File: config.mk
export PLATFORM = sky130hd
export DESIGN_NAME = second_game_obstacle_field
export DESIGN_NICKNAME = d
export VERILOG_FILES = /design/src/rtl/second_game_obstacle_field.sv
export SDC_FILE = /design/constraint.sdc
export NUM_CORES = 1
export LEC_CHECK = 0
export ABC_CLOCK_PERIOD_IN_PS = 22100
export BUFFER_PORTS_ARGS = -buffer_cell sky130_fd_sc_hd__buf_2
export CAP_MARGIN = 20
export CORE_ASPECT_RATIO = 0.8
export CORE_MARGIN = 2
export CORE_UTILIZATION = 52
export CTS_CLUSTER_DIAMETER = 30
export CTS_CLUSTER_SIZE = 10
export DETAILED_ROUTE_END_ITERATION = 6
export PLACE_DENSITY = 0.8
export SLEW_MARGIN = 10
export SYNTH_ARGS = -nofsm -noshare
export SYNTH_HDL_FRONTEND = slang
export SYNTH_SLANG_ARGS = --single-unit
File: constraint.sdc
create_clock -name i_clk -period 22.1 [get_ports i_clk]
set_clock_uncertainty 0.2 [all_clocks]
set_input_delay 4.42 -clock i_clk [delete_from_list [all_inputs] [get_ports i_clk]]
set_output_delay 4.42 -clock i_clk [all_outputs]
set_load 0.005 [all_outputs]
File: src/rtl/second_game_obstacle_field.sv
// rtl/second_game_obstacle_field.sv - scrolling obstacle rows with pixel lookup, collision and score
// Rows live in a ring buffer indexed from head; the pixel lookup folds y by the current scroll offset.
module second_game_obstacle_field #(
  parameter int SECOND_GAME_SCREEN_WIDTH  = 400,
  parameter int SECOND_GAME_SCREEN_HEIGHT = 600,
  parameter int SECOND_GAME_PLAYER_SIZE   = 20,
  parameter int NUM_ROWS                  = 4,
  parameter int ROW_PITCH                 = 150,
  parameter int ROW_HEIGHT                = 20,
  parameter int GAP_WIDTH                 = 80,
  parameter int SCROLL_SPEED              = 2,
  localparam int XW = $clog2(SECOND_GAME_SCREEN_WIDTH),
  localparam int YW = $clog2(SECOND_GAME_SCREEN_HEIGHT)
) (
  input  logic          i_clk,
  input  logic          i_rst,
  input  logic          i_frame_tick,
  input  logic          i_restart,
  input  logic          i_disp_enbl,
  input  logic [XW-1:0] i_screen_x,
  input  logic [YW-1:0] i_screen_y,
  input  logic [XW-1:0] i_player_x,
  output logic          o_is_obstacle,
  output logic          o_collision,
  output logic [15:0]   o_score
);

  localparam int HW  = (NUM_ROWS > 1) ? $clog2(NUM_ROWS) : 1;
  localparam int OW  = $clog2(ROW_PITCH);
  localparam int YW1 = YW + 1;
  localparam int OW1 = OW + 1;
  localparam int HW1 = HW + 1;
  localparam int CW  = ((XW > 9) ? XW : 9) + 1;

  localparam logic [YW1-1:0]    C_HEIGHT = YW1'(SECOND_GAME_SCREEN_HEIGHT);
  localparam logic [YW1-1:0]    C_ROW_H  = YW1'(ROW_HEIGHT);
  localparam logic [OW1-1:0]    C_PITCH  = OW1'(ROW_PITCH);
  localparam logic [OW1-1:0]    C_SPEED  = OW1'(SCROLL_SPEED);
  localparam logic [8:0]        C_SPAN   = 9'(SECOND_GAME_SCREEN_WIDTH - GAP_WIDTH);
  localparam logic [CW-1:0]     C_GAP_W  = CW'(GAP_WIDTH);
  localparam logic [HW1-1:0]    C_NROWS  = HW1'(NUM_ROWS);
  localparam logic [HW-1:0]     C_LAST   = HW'(NUM_ROWS - 1);
  localparam logic signed [10:0] C_SIZE  = 11'(SECOND_GAME_PLAYER_SIZE);
  localparam logic signed [10:0] C_Y_LO  = 11'(SECOND_GAME_PLAYER_SIZE / 2 - SECOND_GAME_PLAYER_SIZE);
  localparam logic signed [10:0] C_Y_HI  = 11'(SECOND_GAME_PLAYER_SIZE / 2 + SECOND_GAME_PLAYER_SIZE);

  logic [OW-1:0]       r_offset;
  logic [HW-1:0]       r_head;
  logic [NUM_ROWS-1:0] r_valid;
  logic [8:0]          r_gap [NUM_ROWS];
  logic [15:0]         r_lfsr;
  logic                r_collision;
  logic [15:0]         r_score;

  logic                w_lfsr_fb;
  logic [8:0]          w_g;
  logic [8:0]          w_gap_new;
  logic [YW1-1:0]      w_y_sum;
  logic [YW1-1:0]      w_y_rel;
  logic [YW1-1:0]      w_within;
  logic [HW-1:0]       w_slot;
  logic [HW1-1:0]      w_idx_sum;
  logic [HW-1:0]       w_idx;
  logic                w_row_valid;
  logic [8:0]          w_gap_sel;
  logic [CW-1:0]       w_x;
  logic [CW-1:0]       w_gap_lo;
  logic [CW-1:0]       w_gap_hi;
  logic                w_outside_gap;
  logic                w_in_row;
  logic signed [10:0]  w_px;
  logic signed [10:0]  w_sx;
  logic signed [10:0]  w_sy;
  logic                w_hit;
  logic [OW1-1:0]      w_n;
  logic                w_wrap;
  logic [HW-1:0]       w_head_next;

  assign w_lfsr_fb = r_lfsr[0] ^ r_lfsr[2] ^ r_lfsr[3] ^ r_lfsr[5];

  // Fold the 9-bit LFSR sample into the legal gap range with a single subtract.
  assign w_g       = r_lfsr[8:0];
  assign w_gap_new = (w_g > C_SPAN) ? (w_g - C_SPAN) : w_g;

  assign w_y_sum = YW1'(i_screen_y) + YW1'(r_offset);
  assign w_y_rel = (w_y_sum >= C_HEIGHT) ? (w_y_sum - C_HEIGHT) : w_y_sum;

  always_comb begin
    w_slot   = '0;
    w_within = w_y_rel;
    for (int s = 1; s < NUM_ROWS; s++) begin
      if (w_y_rel >= YW1'(s * ROW_PITCH)) begin
        w_slot   = HW'(s);
        w_within = w_y_rel - YW1'(s * ROW_PITCH);
      end
    end
  end

  assign w_idx_sum = HW1'(r_head) + HW1'(w_slot);
  assign w_idx     = (w_idx_sum >= C_NROWS) ? HW'(w_idx_sum - C_NROWS) : HW'(w_idx_sum);

  assign w_row_valid   = r_valid[w_idx];
  assign w_gap_sel     = r_gap[w_idx];
  assign w_x           = CW'(i_screen_x);
  assign w_gap_lo      = CW'(w_gap_sel);
  assign w_gap_hi      = w_gap_lo + C_GAP_W;
  assign w_outside_gap = (w_x < w_gap_lo) || (w_x >= w_gap_hi);
  assign w_in_row      = (w_within < C_ROW_H);
  assign o_is_obstacle = w_row_valid && w_in_row && w_outside_gap;

  // Player box test in signed arithmetic so boxes near the left edge go negative cleanly.
  assign w_px  = 11'(i_player_x);
  assign w_sx  = 11'(i_screen_x);
  assign w_sy  = 11'(i_screen_y);
  assign w_hit = i_disp_enbl && o_is_obstacle
              && (w_sx >= w_px - C_SIZE) && (w_sx <= w_px + C_SIZE)
              && (w_sy >= C_Y_LO) && (w_sy <= C_Y_HI);

  assign w_n         = OW1'(r_offset) + C_SPEED;
  assign w_wrap      = (w_n >= C_PITCH);
  assign w_head_next = (r_head == C_LAST) ? '0 : r_head + 1'b1;

  always_ff @(posedge i_clk) begin
    if (i_rst) begin
      r_offset    <= '0;
      r_head      <= '0;
      r_valid     <= '0;
      r_lfsr      <= 16'hACE1;
      r_collision <= 1'b0;
      r_score     <= '0;
    end else begin
      r_lfsr <= {w_lfsr_fb, r_lfsr[15:1]};
      if (i_restart) begin
        r_offset    <= '0;
        r_head      <= '0;
        r_valid     <= '0;
        r_collision <= 1'b0;
        r_score     <= '0;
      end else begin
        if (w_hit) begin
          r_collision <= 1'b1;
        end
        if (i_frame_tick && !r_collision) begin
          if (!w_wrap) begin
            r_offset <= OW'(w_n);
          end else begin
            // The slot being written becomes the bottom row as head advances past it.
            r_offset        <= OW'(w_n - C_PITCH);
            r_valid[r_head] <= 1'b1;
            r_gap[r_head]   <= w_gap_new;
            r_head          <= w_head_next;
            if (r_score != 16'hFFFF) begin
              r_score <= r_score + 16'd1;
            end
          end
        end
      end
    end
  end

  assign o_collision = r_collision;
  assign o_score     = r_score;

endmodule

Yosys cells after proc, flatten, opt, wreduce, memory -nomap -nowiden. Memories as Yosys holds them, arrays and structs flattened. Cells that the tools add are included.

Muxes and demuxes: 20. $lt $le $gt $ge: 17. Add/sub/neg operators: 15. Bitwise gates (word level): 4. Equal/unequal tests: 2. Reduce and logical (&&, ||, !) cells: 14.

Operators with widths (count): $mux 11 (4); $ge 11x9->1 const B (2); $sub 11x9->11 const B (2); $add 16x1->16 const B (1); $ne 16x16->1 const B (1); $add 10x8->11 (1); $ge 11x10->1 const B (1); $ge 11x5->1 const B (1); $ge 11x8->1 const B (1); $lt 11x5->1 const B (1); $sub 11x10->11 const B (1); $sub 11x8->11 const B (1); $add 9x5->10 const B (1); $add 9x7->10 const B (1); $ge 10x10->1 (1); $ge 9x10->1 (1); $le 10x5->1 const B (1); $le 9x10->1 (1); $sub 9x5->10 const B (1); $add 8x2->9 const B (1); $ge 9x8->1 const B (1); $gt 9x9->1 const B (1); $logic_and 1x1->1 (9); $lt 9x9->1 (1); other kinds (22) (35).

Logic and storage cells: 79. Memories kept: 1. Input port bits: 33. Register bits: 47. Bits in writable memories: 36.

Memories: r_gap (depth 4, bits a word 9, read ports 1, clocked after memory_dff 0, write ports 1, line 50) `logic [8:0] r_gap [NUM_ROWS];`.

Logic depth before layout (Yosys ltp). An unclocked memory read counts as a cell.

Word-level depth: 20. Mapped depth: 35.

Worst setup path before layout. Ideal clock, no wire load.

Path type: input -> output. Start point: input port i_screen_y[2]. End point: output port o_is_obstacle. Slack: 5.952 ns. Path buffers: 4. Arrival: 11.528 ns. Cell stages on the path: 32. Path through: ha_1 a211oi_4 nor2_2 xnor2_1 ha_1 clkbuf_1 nor2_1 mux2_2 o221ai_1 mux2_2 nand3b_4 buf_1 nor2_2 o21ai_0 ha_1 clkbuf_1 clkbuf_1 mux4_2 inv_1 ha_1 nor2b_1 o21a_1 o21ai_0 a21boi_0 o21a_1 o21ai_0 a21oi_1 a211oi_1 o311a_1 nand4_1 nor4_2 and3_1.

Cells in the longest elaborated chain, start to end: 15. Elaborated cells between the ends (all ways): 30. Classes of those cells: add/sub: 8; order compare: 8; mux: 10; reduce/logical: 3; memory: 1.

RTL lines: start, declared (line 21) `input logic [YW-1:0] i_screen_y,`; $add 10x8->11 * (line 85) `assign w_y_sum = YW1'(i_screen_y) + YW1'(r_offset);`; $sub 11x10->11 or $ge 11x10->1 (tied branches) (line 86) `assign w_y_rel = (w_y_sum >= C_HEIGHT) ? (w_y_sum - C_HEIGHT) : w_y_sum;`; $mux 11 * (line 86); $ge 11x8->1 (line 92) `if (w_y_rel >= YW1'(s * ROW_PITCH)) begin`; $mux 1 (line 92); $mux 2 (2 in series) (line 92); $add 2x2->3 (line 99) `assign w_idx_sum = HW1'(r_head) + HW1'(w_slot);`; $ge 3x3->1 or $sub 2x1->2 (tied branches) (line 100) `assign w_idx = (w_idx_sum >= C_NROWS) ? HW'(w_idx_sum - C_NROWS) : HW'(w_idx_sum);`; $mux 2 (line 100); $mem_v2 4x9; $add 9x7->10 (line 106) `assign w_gap_hi = w_gap_lo + C_GAP_W;`; $ge 9x10->1 (line 107) `assign w_outside_gap = (w_x < w_gap_lo) || (w_x >= w_gap_hi);`; $logic_or 1x1->1 (line 107); $logic_and 1x1->1 * (line 109) `assign o_is_obstacle = w_row_valid && w_in_row && w_outside_gap;`; end, declared (line 23) `output logic o_is_obstacle,`.

Mark *: on every way between the ends. The rest lies on a longest branch, timed or not. The select of a mux whose other input is x is not followed.

Worst setup path in the final report. Ends and elaborated chain as after synthesis.

==> out/qor.csv <==
stage,metric,value,unit
worst_hold_path,hold depth,1,
grt,grt ovf,0,
cts,clk buf depth,2,
cts,Max H-tree Level,3,
synth,cell count after synthesis,699,
die,Initial Util,53.46,%
run_status,outcome,finished clean,
setup_path,critical path launch point type,input pin,
synth,Syn Area/Cell,9.337,um2
synth,"EDFF count, synth",36,
cts,TritonCTS buffer count,9,
cts,setup bufs post-CTS,0,
detailed_routing,Routed WL,14910,um
grt,first-pass GRT wire length,25010,um
detailed_routing,remaining antenna violation count,0,
die,die height,104.2,um
synth,Post-Synth XOR/XNOR Area,7.439,%
setup_path,Critical-path top delay cell,xnor2_2,
detailed_routing,via count,5523,
layout,layout cell share with drive strength beyond 1,17.34,%
timing,Slew HR,36.96,%
layout,Fill cells,1030,
placed_design,IO buf count,50,
grt,number of global-route vias before repair,5323,
flow_run,max cap viols,0,
placed_design,DP HPWL,11430,um
setup_path,worst reg-to-reg path cell count,31,
cts,Clock Pin Slew Worst Setup and Hold Paths,0.06,ns
timing,fin crit period,16.94,ns
cts,CTS tree,yes,
grt,GRT Total Usage,22.61,%
timing,final setup fails,0,
setup_path,CP max FO,15,
detailed_routing,DRT iter0 DRCs,533,
worst_hold_path,worst hold endpoint,r_lfsr[11],
synth,synthesis warning total,0,
grt,GRT met2 Usage,34.40,%
timing,Max Freq,59.02,MHz
pwr,Leakage,2.860,nW
synth,Adder-Cell Fraction of Synth Area,11.04,%
grt,M3 GR Usage,5.453,%
synth,"Net Count, Synth",789,
synth,multiplexer area fraction after synthesis,5.886,%
synth,"Distinct cells, synth",93,
grt,initial antenna violation count,0,
synth,Synth top cells by count,"59 x nor2_1, 56 x ha_1, 46 x dfxtp_1",
synth,Synth Register Bits,82,
worst_hold_path,hold_sp,r_lfsr[12],
synth,top post-synthesis cells by area,"edfxtp_1 17%, dfxtp_1 14%, ha_1 11%",
setup_path,Worst EP required,17.48,ns
synth,cell with the most instances after synthesis,nor2_1,
timing,unrepaired setup endpoints after global routing,no,
synth,compound-gate portion of the synthesized area,22.81,%
die,DIE AREA,13470,um2
synth,top-area cell type share of the netlist area,16.56,%
detailed_routing,via-per-instance ratio,6.076,
grt,routing usage on met1,32.01,%
placed_design,Placed Cells,893,
pwr,Pwr Total,428.4,uW
timing,Hold Worst Slack,0.2119,ns
timing,max-slew violations,0,
synth,Post-Synth Simple-Gate Area,18.23,%
setup_path,Setup crit start,i_screen_y[2],
layout,Layout Cells excl Fill,909,
setup_path,"slowest stage delay, CP",0.62,ns
layout,area delta synth->final,9.816,%
detailed_routing,DR pass1 iterations,5,
pwr,VDD IR max,0.05309,mV
setup_path,capturing point of the worst reg2reg path,o_collision,
synth,combinational family with the most area after synthesis,compound AO/OA/AOI/OAI gates,
cts,TritonCTS Sinks,82,
detailed_routing,# DRC,0,
die,Core Area,12210,um2
grt,pin count of the biggest net entering global routing,27,
cts,worst-skew pair later-pin latency,0.34,ns
synth,ys flop type,dfxtp_1,
timing,Hold Fails Final Rpt,0,
layout,number of diodes,0,
synth,Synth async-reset ratio,0,%
synth,Synth Cell Area,6526,um2
worst_hold_path,class of the worst hold path,reg2reg,
die,I/O pin cnt,51,
timing,Final TNS setup,0,ns
setup_path,Crit. End Element,primary output,
pwr,PD cells,59.77,nW/um2
setup_path,Worst R2R Setup Slack,13.55,ns
setup_path,arrival time at the worst endpoint,12.32,ns
die,Core Rows,36,
cts,hold buffer count at CTS,0,
detailed_routing,wire length per cell,16.40,um
synth,cell taking the most area after synthesis,edfxtp_1,
cts,Root Buffer,clkbuf_16,
placed_design,placer congestion estimate,0.9073,
cts,post_cts resized,0,
timing,Worst-Margin Slew,0.9389,ns
setup_path,critical path's most frequent cell,ha_1,
grt,GR peak layer,met2,
layout,Layout Nets,823,
setup_path,reg2reg start,r_offset[2],
setup_path,crit path kind,in2out,
die,die width,129.3,um
synth,post-synthesis sequential area ratio,30.67,%
timing,final period utilization,76.67,%
-- per-stage QoR --
step / setup slack (ns) / instance area, um2 / utilization (%)
floorplan: 5.952 / 6526 / -
global placement: 5.552 / 6870 / 56.28
detailed placement: 5.163 / 6870 / 56.28
CTS: 5.170 / 7167 / 58.71
global route: 4.413 / 7167 / 58.71
finish: 5.156 / 7167 / 58.71
-- final cells by class --
class | count | area (um2) | share of cell area [%]
sequential | 82 | 2002 | 27.93
timing repair buffer | 51 | 257.7 | 3.596
tap | 171 | 214.0 | 2.985
clock inverter | 7 | 71.32 | 0.9951
clock buffer | 9 | 225.2 | 3.142
multi-input combinational | 555 | 4269 | 59.57
inverter | 34 | 127.6 | 1.781
-- kinds of logic (layout without fill, tap and decap cells) --
group,count (synthesis),after routing
compound gates,198,198
xor+xnor,52,52
fa+ha+maj,57,57
buf+inv,62,101
flops,82,82
mux,24,24
simple gates,224,224
-- worst max-delay path by stage --
stage | to | slack (ns)
after CTS | o_is_obstacle | 5.17
after global placement | o_is_obstacle | 5.55
final | o_is_obstacle | 5.16
after floorplan | o_is_obstacle | 5.95
after global routing | o_is_obstacle | 4.41
after detailed placement | o_is_obstacle | 5.16
-- per-layer routing --
metal  vias to the layer above  routed length (um)
met5                         -                   0
met4                         0                 192
met2                       197                6664
li1                       2667                   -
met3                        24                1079
met1                      2635                6973
-- sequential cells by signal, indices dropped and copies added, names as in the netlist --
signal	count
o_collision	1
o_score	16
r_gap	36
r_head	2
r_lfsr	16
r_offset	7
r_valid	4
-- cells in the final DEF (no fill, tap or decap), types with 4 or more instances in the layout --
cell       Yosys  routed
buf_2          3      50
o211ai_1       9       9
nor3_1        13      13
a21o_1        11      11
dfxtp_1       46      46
o21a_1        17      17
nand2b_1      11      11
ha_1          56      56
nor4_1         7       7
o22ai_1        7       7
clkbuf_16      0       9
a211oi_1       8       8
nand2_1       39      39
or3_1         12      12
xor2_1        22      22
mux2i_1        8       8
and2_1         4       4
a21oi_1       39      39
o21ai_1        6       6
and3_1         8       8
nor2_1        59      59
o21ai_0       36      36
xnor2_1       26      26
mux4_2        10      10
a31oi_1        7       7
edfxtp_1      36      36
nand3_1       16      16
or2_2          8       8
inv_1         32      32
nand4_1        8       8
nor2b_1       17      17
-- where the power goes --
part,total [mW],internal (mW),switching (mW)
registers,0.162,0.160,0.00186
logic,0.122,0.0537,0.0688
clock network,0.144,0.0791,0.0648
-- critical path: cells and delay by family --
family	cells	cell delay [ns]
multiplexers	3	1.10
AND/OR/NAND/NOR	8	1.40
adder cells (fa/ha/maj)	4	1.28
XOR/XNOR	3	1.24
buffers and inverters	3	0.30
AO/OA/AOI/OAI	12	2.58
Power figures use the tool's default switching activity.
